### src/rtl/pipe_stage_reg.sv
// Elastic pipeline stage: main + skid entry behind a valid/ready handshake, with stall/flush control.
// Define PIPE_STAGE_DEBUG_EN to add the DEBUG_in/DEBUG_out sideband and the stall_cycles counter.
module pipe_stage_reg #(
   parameter int DATA_W = 64,
   parameter int DBG_W  = 40
) (
   input  logic              CLK,
   input  logic              RST,
   input  logic              in_valid,
   output logic              in_ready,
   input  logic [DATA_W-1:0] in_data,
   input  logic              in_eoi,
   input  logic              flush,
   input  logic              stall,
   output logic              out_valid,
   input  logic              out_ready,
   output logic [DATA_W-1:0] out_data,
   output logic              out_eoi
`ifdef PIPE_STAGE_DEBUG_EN
   ,
   input  logic [DBG_W-1:0]  DEBUG_in,
   output logic [DBG_W-1:0]  DEBUG_out,
   output logic [15:0]       stall_cycles
`endif
);

   typedef enum logic [1:0] {EMPTY, ONE, FULL} state_t;

   typedef struct packed {
      logic [DATA_W-1:0] data;
      logic              eoi;
`ifdef PIPE_STAGE_DEBUG_EN
      logic [DBG_W-1:0]  dbg;
`endif
   } entry_t;

   state_t state, state_n;
   entry_t main_q, main_n;
   entry_t skid_q, skid_n;
   entry_t in_ent;
   logic   in_fire, out_fire;

`ifdef PIPE_STAGE_DEBUG_EN
   assign in_ent = '{data: in_data, eoi: in_eoi, dbg: DEBUG_in};
`else
   assign in_ent = '{data: in_data, eoi: in_eoi};
`endif

   // Handshake is a function of registered state only; stall/flush are the sole combinational masks.
   assign in_ready  = (state != FULL) & ~stall & ~flush;
   assign out_valid = (state != EMPTY) & ~stall;
   assign in_fire   = in_valid & in_ready;
   assign out_fire  = out_valid & out_ready;

   assign out_data = main_q.data;
   assign out_eoi  = main_q.eoi;

   always_ff @(posedge CLK) begin
      if (RST) begin
         state  <= EMPTY;
         main_q <= '0;
         skid_q <= '0;
      end else begin
         state  <= state_n;
         main_q <= main_n;
         skid_q <= skid_n;
      end
   end

   // Vacated entries are zeroed so an empty slot always reads as a bubble.
   always_comb begin
      state_n = state;
      main_n  = main_q;
      skid_n  = skid_q;
      if (!stall) begin
         if (flush) begin
            state_n = EMPTY;
            main_n  = '0;
            skid_n  = '0;
         end else begin
            unique case (state)
               EMPTY: begin
                  if (in_fire) begin
                     state_n = ONE;
                     main_n  = in_ent;
                  end
               end
               ONE: begin
                  if (in_fire && !out_fire) begin
                     state_n = FULL;
                     skid_n  = in_ent;
                  end else if (in_fire && out_fire) begin
                     main_n  = in_ent;
                  end else if (out_fire) begin
                     state_n = EMPTY;
                     main_n  = '0;
                  end
               end
               FULL: begin
                  if (out_fire) begin
                     state_n = ONE;
                     main_n  = skid_q;
                     skid_n  = '0;
                  end
               end
               default: begin
                  state_n = EMPTY;
                  main_n  = '0;
                  skid_n  = '0;
               end
            endcase
         end
      end
   end

`ifdef PIPE_STAGE_DEBUG_EN
   assign DEBUG_out = main_q.dbg;

   logic cnt_inc;
   assign cnt_inc = stall | ((state != EMPTY) & ~out_ready & ~flush);

   always_ff @(posedge CLK) begin
      if (RST)
         stall_cycles <= '0;
      else if (cnt_inc && stall_cycles != 16'hFFFF)
         stall_cycles <= stall_cycles + 16'd1;
   end
`endif

endmodule

### config.mk
export PLATFORM = sky130hd
export DESIGN_NAME = pipe_stage_reg
export DESIGN_NICKNAME = d
export VERILOG_FILES = /design/src/rtl/pipe_stage_reg.sv
export SDC_FILE = /design/constraint.sdc
export NUM_CORES = 1
export LEC_CHECK = 0
export BUFFER_PORTS_ARGS = -buffer_cell sky130_fd_sc_hd__buf_2
export CORE_MARGIN = 2
export CORE_UTILIZATION = 42
export CTS_CLUSTER_SIZE = 10
export DETAILED_ROUTE_END_ITERATION = 10
export PLACE_DENSITY = 0.61
export SLEW_MARGIN = 40
export SYNTH_ARGS = -nofsm -noshare
export SYNTH_HDL_FRONTEND = slang
export SYNTH_SLANG_ARGS = --single-unit
### constraint.sdc
create_clock -name CLK -period 4 [get_ports CLK]
set_input_delay 0.2 -clock CLK [delete_from_list [all_inputs] [get_ports CLK]]
set_output_delay 0.2 -clock CLK [all_outputs]
set_load 0.01 [all_outputs]
### After elaboration in Yosys (flattened, before gate mapping)

Index checks and enable logic that the tools add are counted.

| storage, ports and cells | value |
|---|---|
| register bits after elaboration | 132 |
| output and inout port bits | 67 |

| cells by class | value |
|---|---|
| equal/unequal tests | 11 |
| mux-type cells | 17 |
| bitwise gates (word level) | 7 |
| reductions and logical operators | 8 |

Operators with widths:

| cell | count |
|---|---|
| $mux W65 | 8 |
| $pmux W65 S3 | 2 |
| $mux W2 | 6 |
| $ne A3 B3 Y1 const B | 4 |
| $ne A4 B4 Y1 const B | 3 |
| $reduce_and A5 Y1 | 2 |
| $pmux W2 S3 | 1 |
| $and A1 B1 Y1 | 5 |
| $ne A2 B2 Y1 const B | 2 |
| $reduce_and A4 Y1 | 1 |
| $eq A2 B1 Y1 const B | 1 |
| $eq A2 B2 Y1 const B | 1 |
| $logic_and A1 B1 Y1 | 2 |
| $logic_not A2 Y1 | 1 |
| $not A1 Y1 | 2 |
| $reduce_bool A2 Y1 | 1 |
| $logic_not A1 Y1 | 1 |

### Logic depth before layout (Yosys ltp)

Gate-level depths: netlist of run 1.

| logic depth | value |
|---|---|
| depth after elaboration | 9 |
| gate-level depth with buffers | 7 |
| gate-level depth less buffers | 4 |

### Worst setup path after synthesis of run 1

No wires, ideal clock.

| timing | value |
|---|---|
| kind | register to register |
| start point | register state[1] |
| end point | register main_q, in the netlist out_data[27] |
| arrival time | 1.391 ns |
| slack | 2.540 ns |
| cell stages (with the launch flop) | 8 |
| path through | dfxtp_1 buf_2 or2_1 buf_6 buf_6 o32ai_1 nand3_1 o21ai_1 |

| between the ends | value |
|---|---|
| word-level cells in the longest chain between the ends | 9 |

Ends and longest elaborated chain:

| element | RTL line | RTL |
|---|---|---|
| start: declaration | 37 | `state_t state, state_n;` |
| start signal: assignment | 64 | `state <= state_n;` |
| $ne A2 B2 Y1 | 50 | `assign in_ready = (state != FULL) & ~stall & ~flush;` |
| $and A1 B1 Y1 (2 in series) | 50 |  |
| $and A1 B1 Y1 | 52 | `assign in_fire = in_valid & in_ready;` |
| $logic_and A1 B1 Y1 | 92 | `end else if (in_fire && out_fire) begin` |
| $mux W65 | 92 |  |
| $mux W65 | 89 | `if (in_fire && !out_fire) begin` |
| $pmux W65 S3 | 81 | `unique case (state)` |
| $mux W65 | 76 | `if (flush) begin` |
| end signal: assignment | 65 | `main_q <= main_n;` |
| end: declaration | 38 | `entry_t main_q, main_n;` |

Parallel ways exist; a longest one is shown, timed or not. The select of a mux whose other input is x is not followed.
A chain may end at the register's enable or synchronous reset.

### Final worst setup path of run 1

| timing | value |
|---|---|
| start point | register state[1] |
| end point | register main_q, in the netlist out_data[35] |

The elaborated chain is that of the path after synthesis.

==> impl_metrics.csv, run 1 <==
group,metric,value,unit
power,vdd.ir_drop.worst,0.3173,mV
timing,max_clock_freq,344.1,MHz
floorplan,coreArea,16580,µm²
global_routing,grt_pass1_wl,29850,µm
placed_design,io_buffers,137,
floorplan,num_rows,47,
worst_setup_path,cpMostUsedCell,"buf_4",
placed_design,dp_hpwl,11010,µm
yosys,netlist_area,7104,µm²
placed_design,globalplace.congestion,0.7229,
clock_tree,cts.sinks,132,
timing,slew_viol_final,0,
routing,viasPerCell,5.348,
status,run_status,"finished clean",
timing,worst_pin_slew,771.9,ps
timing,clock_skew,7.865,ps
yosys,seq_area_frac_synth,0.3720,
finish,final_cells,1148,
routing,wl_per_cell,16.06,µm
worst_setup_path,slowest_stage,"dfxtp_4",
floorplan,die_h,134.1,µm
worst_setup_path,crit_fanout,72,
yosys,yosysWarnings,0,
worst_setup_path,criticalPathCategory,"reg -> reg",
min_path,min_path_type,"in -> reg",
routing,drt-total-wl,18440,µm
timing,period_share,0.7266,
yosys,yosys.area.top_type_share,0.3720,
yosys,ys_seq_elements,132,
global_routing,grtUsageTotal,0.2066,
worst_setup_path,max_stage_delay,760,ps
finish,final.fill_count,1646,
worst_setup_path,critPathRequiredTime,4340,ps
global_routing,grt_antenna_before_repair,1,
finish,antenna_cells,0,
timing,final.setup.tns,0,ps
floorplan,io_pins,138,
clock_tree,cts_root_buf,"clkbuf_16",
floorplan,die_w,134.1,µm
clock_tree,clk_latency,420,ps
clock_tree,cts_setup_buffers,0,
global_routing,grt_max_degree,84,
clock_tree,cts_tree,"done",
finish,drive_above_1_share,0.2047,
timing,min_period,2906,ps
worst_setup_path,end_kind,"register",
finish,fin_nets,986,
clock_tree,cts-resized-gates,0,
floorplan,die-area,17970,µm²
worst_setup_path,arrival,3240,ps
yosys,yosysTopAreaCell,"dfxtp_1",
clock_tree,clk_pin_slew,60,ps
routing,drtIter0Drc,428,
clock_tree,clockBufferDepth,2,
finish,areaGrowthSynthToFinish,18.92,%
routing,drc,0,
global_routing,grt_pass1_vias,5766,
yosys,synthTopCellsByArea,"dfxtp_1 37%, mux2i_1 19%, nand2b_1 12%, o32ai_1 8.0%, nand2_1 6.9%",
yosys,synth_nets,903,
power,p_leak,0.003312,µW
global_routing,overflow,0,
worst_setup_path,critPathLaunchType,"register",
clock_tree,htree_levels,4,
worst_setup_path,path_cells,"buf_4 -> nor2_1 -> a211oi_4 -> buf_4 -> nand3_1 -> o21ai_0",
yosys,synth_area_per_cell,8.539,µm²
routing,dr.pass1.iters,5,
timing,hold_viol,0,
routing,vias,6139,
routing,drtAntennaViolNets,0,
power,power_density,413.7,nW/µm²
clock_tree,holdBufCountCts,0,
yosys,netlist_instances,832,
floorplan,start_util,0.4284,
placed_design,numPlacedInstances,1116,
timing,slew_headroom,0.4854,
timing,rsz0062_at_grt,"false",
timing,setup_viol,0,
job,max-cap-violations,0,
yosys,synthDistinctLibCells,27,
clock_tree,cts_made_buffers,17,
cells in the mapped netlist:
cell	number
a211oi_1	2
a211oi_2	1
a21oi_1	1
buf_1	2
buf_2	27
buf_4	12
buf_6	6
clkbuf_1	39
clkbuf_2	3
dfxtp_1	132
mux2i_1	132
nand2_1	130
nand2b_1	131
nand3_1	66
nor2_1	5
nor2b_1	2
nor3_1	2
nor3b_2	1
nor4_1	1
nor4b_1	2
o21ai_0	33
o21ai_1	33
o21bai_1	1
o22a_1	1
o32ai_1	65
or2_1	1
xor2_1	1
flip-flops by register name, indices dropped and copies added, names as in the netlist:
register and flops:
out_data 64, out_eoi 1, state 2, skid_q 65
worst max-delay path, delay by kind of cell, from the launching register on:
kind	cells	cell delay [ps]
simple gates	2	370
flops	1	760
buf+inv	2	1220
compound gates	2	420
layout make-up:
cell class,instances,area (µm²),share of cell area
clock buffer,22,475.5,0.05628
multi-input combinational,611,4048,0.4791
clock inverter,10,175.2,0.02073
sequential,132,2648,0.3134
timing repair buffer,153,827.0,0.09790
tap,220,275.3,0.03258
final timing paths:
kind,end,slack (ps),from,cells past startpoint
worst min register to register,out_data[59],460,out_data[59],2
worst min-delay path,skid_q[3],40,in_data[2],3
worst max register to register,out_data[35],1090,state[1],6
worst max-delay path,out_data[35],1090,state[1],6
logic make-up after synthesis:
| logic type | share of synthesized area |
|---|---|
| xor+xnor | 0.001233 |
| simple gates | 0.2423 |
| mux | 0.1860 |
| flops | 0.3720 |
| compound gates | 0.1335 |
| buf+inv | 0.06499 |
layer usage:
metal	vias to the layer above	part of all wire	track usage	wire length, µm
met5	-	0.00081	0	15
met4	2	0.012	0.06608	218
met3	20	0.049	0.04497	897
met2	177	0.45	0.3202	8245
met1	2860	0.49	0.2874	9064
li1	3080	-	-	-
layout by cell type (no fill, tap or decap), drive strengths merged:
cell type and instances:
a211oi 3, a21oi 1, buf 153, bufinv 5, clkbuf 22, clkinv 5
dfxtp 132, mux2i 132, nand2 130, nand2b 131, nand3 66, nor2 5
nor2b 2, nor3 2, nor3b 1, nor4 1, nor4b 2, o21ai 66
o21bai 1, o22a 1, o32ai 65, or2 1, xor2 1
report_power, final:
group	switching (µW)	total (µW)	internal [µW]
Sequential	22.6	1370	1350
Combinational	233	390	157
Clock	581	1740	1150
stage by stage:
step / setup slack, ps / total power (µW) / hold slack [ps] / util / cell area, µm²
6_report: 1094 / 3495 / 35.52 / 0.5094 / 8448
4_1_cts: 1083 / 3524 / 16.59 / 0.5094 / 8448
3_3_place_gp: 1154 / 1779 / 451.0 / 0.4673 / 7749
2_1_floorplan: 2540 / 1652 / 338.8 / - / 7104
3_5_place_dp: 1145 / 1787 / 451.0 / 0.4702 / 7797
5_1_grt: 910.0 / 3629 / 35.68 / 0.5094 / 8448
No activity file was read; power rests on OpenSTA's default activity.
==> run 2: changes to the inputs <==
clock period = 3 ns   (was 4 ns; I/O delays follow)
==> impl_metrics.csv, run 2 (synthesis gave the netlist of run 1 again) <==
group,metric,value,unit
status,run_status,"finished clean",
clock_tree,cts_setup_buffers,0,
worst_setup_path,arrival,2140,ps
finish,final_cell_mix,"136 x buf_2, 132 x mux2i_1, 130 x nand2b_1, 130 x nand2_1, 130 x dfxtp_1",
global_routing,grt_pass1_wl,31010,µm
timing,slew_viol_final,0,
routing,viasPerCell,5.330,
clock_tree,cts.sinks,132,
timing,max_clock_freq,436.1,MHz
clock_tree,cts_root_buf,"clkbuf_16",
worst_setup_path,max_stage_delay,730,ps
placed_design,io_buffers,137,
finish,largest_register_ffs,65,
routing,drt-total-wl,19000,µm
floorplan,die_h,134.1,µm
timing,clock_skew,7.182,ps
routing,vias,6439,
placed_design,dp_hpwl,11000,µm
clock_tree,clockBufferDepth,2,
min_path,hold_depth,3,
power,vdd.ir_drop.worst,0.4117,mV
worst_setup_path,crit_fanout,29,
routing,dr.pass1.iters,5,
routing,drtAntennaViolNets,0,
global_routing,overflow,0,
floorplan,die_w,134.1,µm
routing,drc,0,
global_routing,grt_max_degree,76,
timing,final.setup.tns,0,ps
worst_setup_path,critPathLaunchType,"register",
clock_tree,clk_latency,420,ps
clock_tree,clk_pin_slew,60,ps
min_path,min_to,"skid_q[38]",
timing,period_share,0.7644,
clock_tree,cts_made_buffers,17,
timing,hold_viol,0,
timing,slew_headroom,0.5034,
clock_tree,htree_levels,4,
placed_design,globalplace.congestion,0.7306,
timing,min_period,2293,ps
floorplan,start_util,0.4284,
routing,drtIter0Drc,460,
clock_tree,cts-resized-gates,0,
worst_setup_path,criticalPathCategory,"reg -> out",
worst_setup_path,slowest_stage,"dfxtp_2",
worst_setup_path,end_kind,"primary output",
min_path,min_path_type,"in -> reg",
routing,wl_per_cell,15.73,µm
timing,setup_viol,0,
job,max-cap-violations,0,
min_path,min_from,"in_data[37]",
finish,final_core_util,0.5447,
floorplan,coreArea,16580,µm²
timing,rsz0062_at_grt,"false",
finish,antenna_cells,0,
power,power_density,508.3,nW/µm²
global_routing,grt_antenna_before_repair,1,
worst_setup_path,regToRegStartpoint,"state[0]",
power,p_leak,0.003544,µW
clock_tree,holdBufCountCts,58,
finish,areaGrowthSynthToFinish,27.14,%
worst_setup_path,path_cells,"buf_4 -> nor2b_1 -> nor3_1 -> buf_2",
floorplan,num_rows,47,
finish,top_register,"skid_q",
floorplan,io_pins,138,
worst_setup_path,r2r_setup_slack,880,ps
global_routing,grtUsageTotal,0.2113,
clock_tree,cts_tree,"done",
finish,drive_above_1_share,0.1964,
worst_setup_path,critPathRequiredTime,2850,ps
worst_setup_path,r2r-end,"out_data[45]",
worst_setup_path,ff2ff_path_depth,5,
finish,final_common_cell,"buf_2",
floorplan,die-area,17970,µm²
timing,worst_pin_slew,744.9,ps
global_routing,grt_pass1_vias,6149,
finish,fin_nets,1047,
run 2: where the power goes:
part	switching [µW]	leakage, µW	internal [µW]
Combinational	328	0.00218	261
Clock	770	0.000297	1410
Sequential	26.5	0.00107	1800
run 2: area by class of cell:
cell class                 instances  area, µm²
timing repair buffer             214       1449
fill                            1563       7551
sequential                       132       2648
clock inverter                     8      122.6
multi-input combinational        611       4040
tap                              220      275.3
clock buffer                      23      498.0
run 2: worst max-delay path: cells and delay by family (launching register included):
| kind | cells | cell delay [ps] |
|---|---|---|
| DFF | 1 | 730 |
| buffers and inverters | 2 | 640 |
| and+or+nand+nor | 2 | 350 |
run 2: worst max path at each step:
| stage | endpoint | startpoint | slack [ps] |
|---|---|---|---|
| 3_3_place_gp | out_data[45] | state[0] | 960 |
| 6_report | in_ready | state[0] | 710 |
| 2_1_floorplan | out_data[27] | state[1] | 1540 |
| 5_1_grt | in_ready | state[0] | 660 |
| 4_1_cts | in_ready | state[0] | 740 |
| 3_5_place_dp | out_data[45] | state[0] | 920 |
run 2: through the flow:
step	area (µm²)	cells	setup WS, ps	hold WS (ps)	total power [µW]
2_1_floorplan	7104	832	1540	288.8	2203
3_3_place_gp	7831	1119	957.9	416.0	2384
3_5_place_dp	7831	1119	916.0	420.7	2388
4_1_cts	9032	1208	736.5	3.936	4638
5_1_grt	9032	1208	665.0	20.10	4760
6_report	9032	1208	706.7	21.00	4592
run 2: routing by layer:
layer | vias to the layer above | part of all wire | global-route usage
met5 | - | 0.00037 | 0
met4 | 2 | 0.014 | 0.07193
met3 | 23 | 0.052 | 0.04422
met2 | 186 | 0.45 | 0.3305
met1 | 3025 | 0.48 | 0.2906
li1 | 3203 | - | -
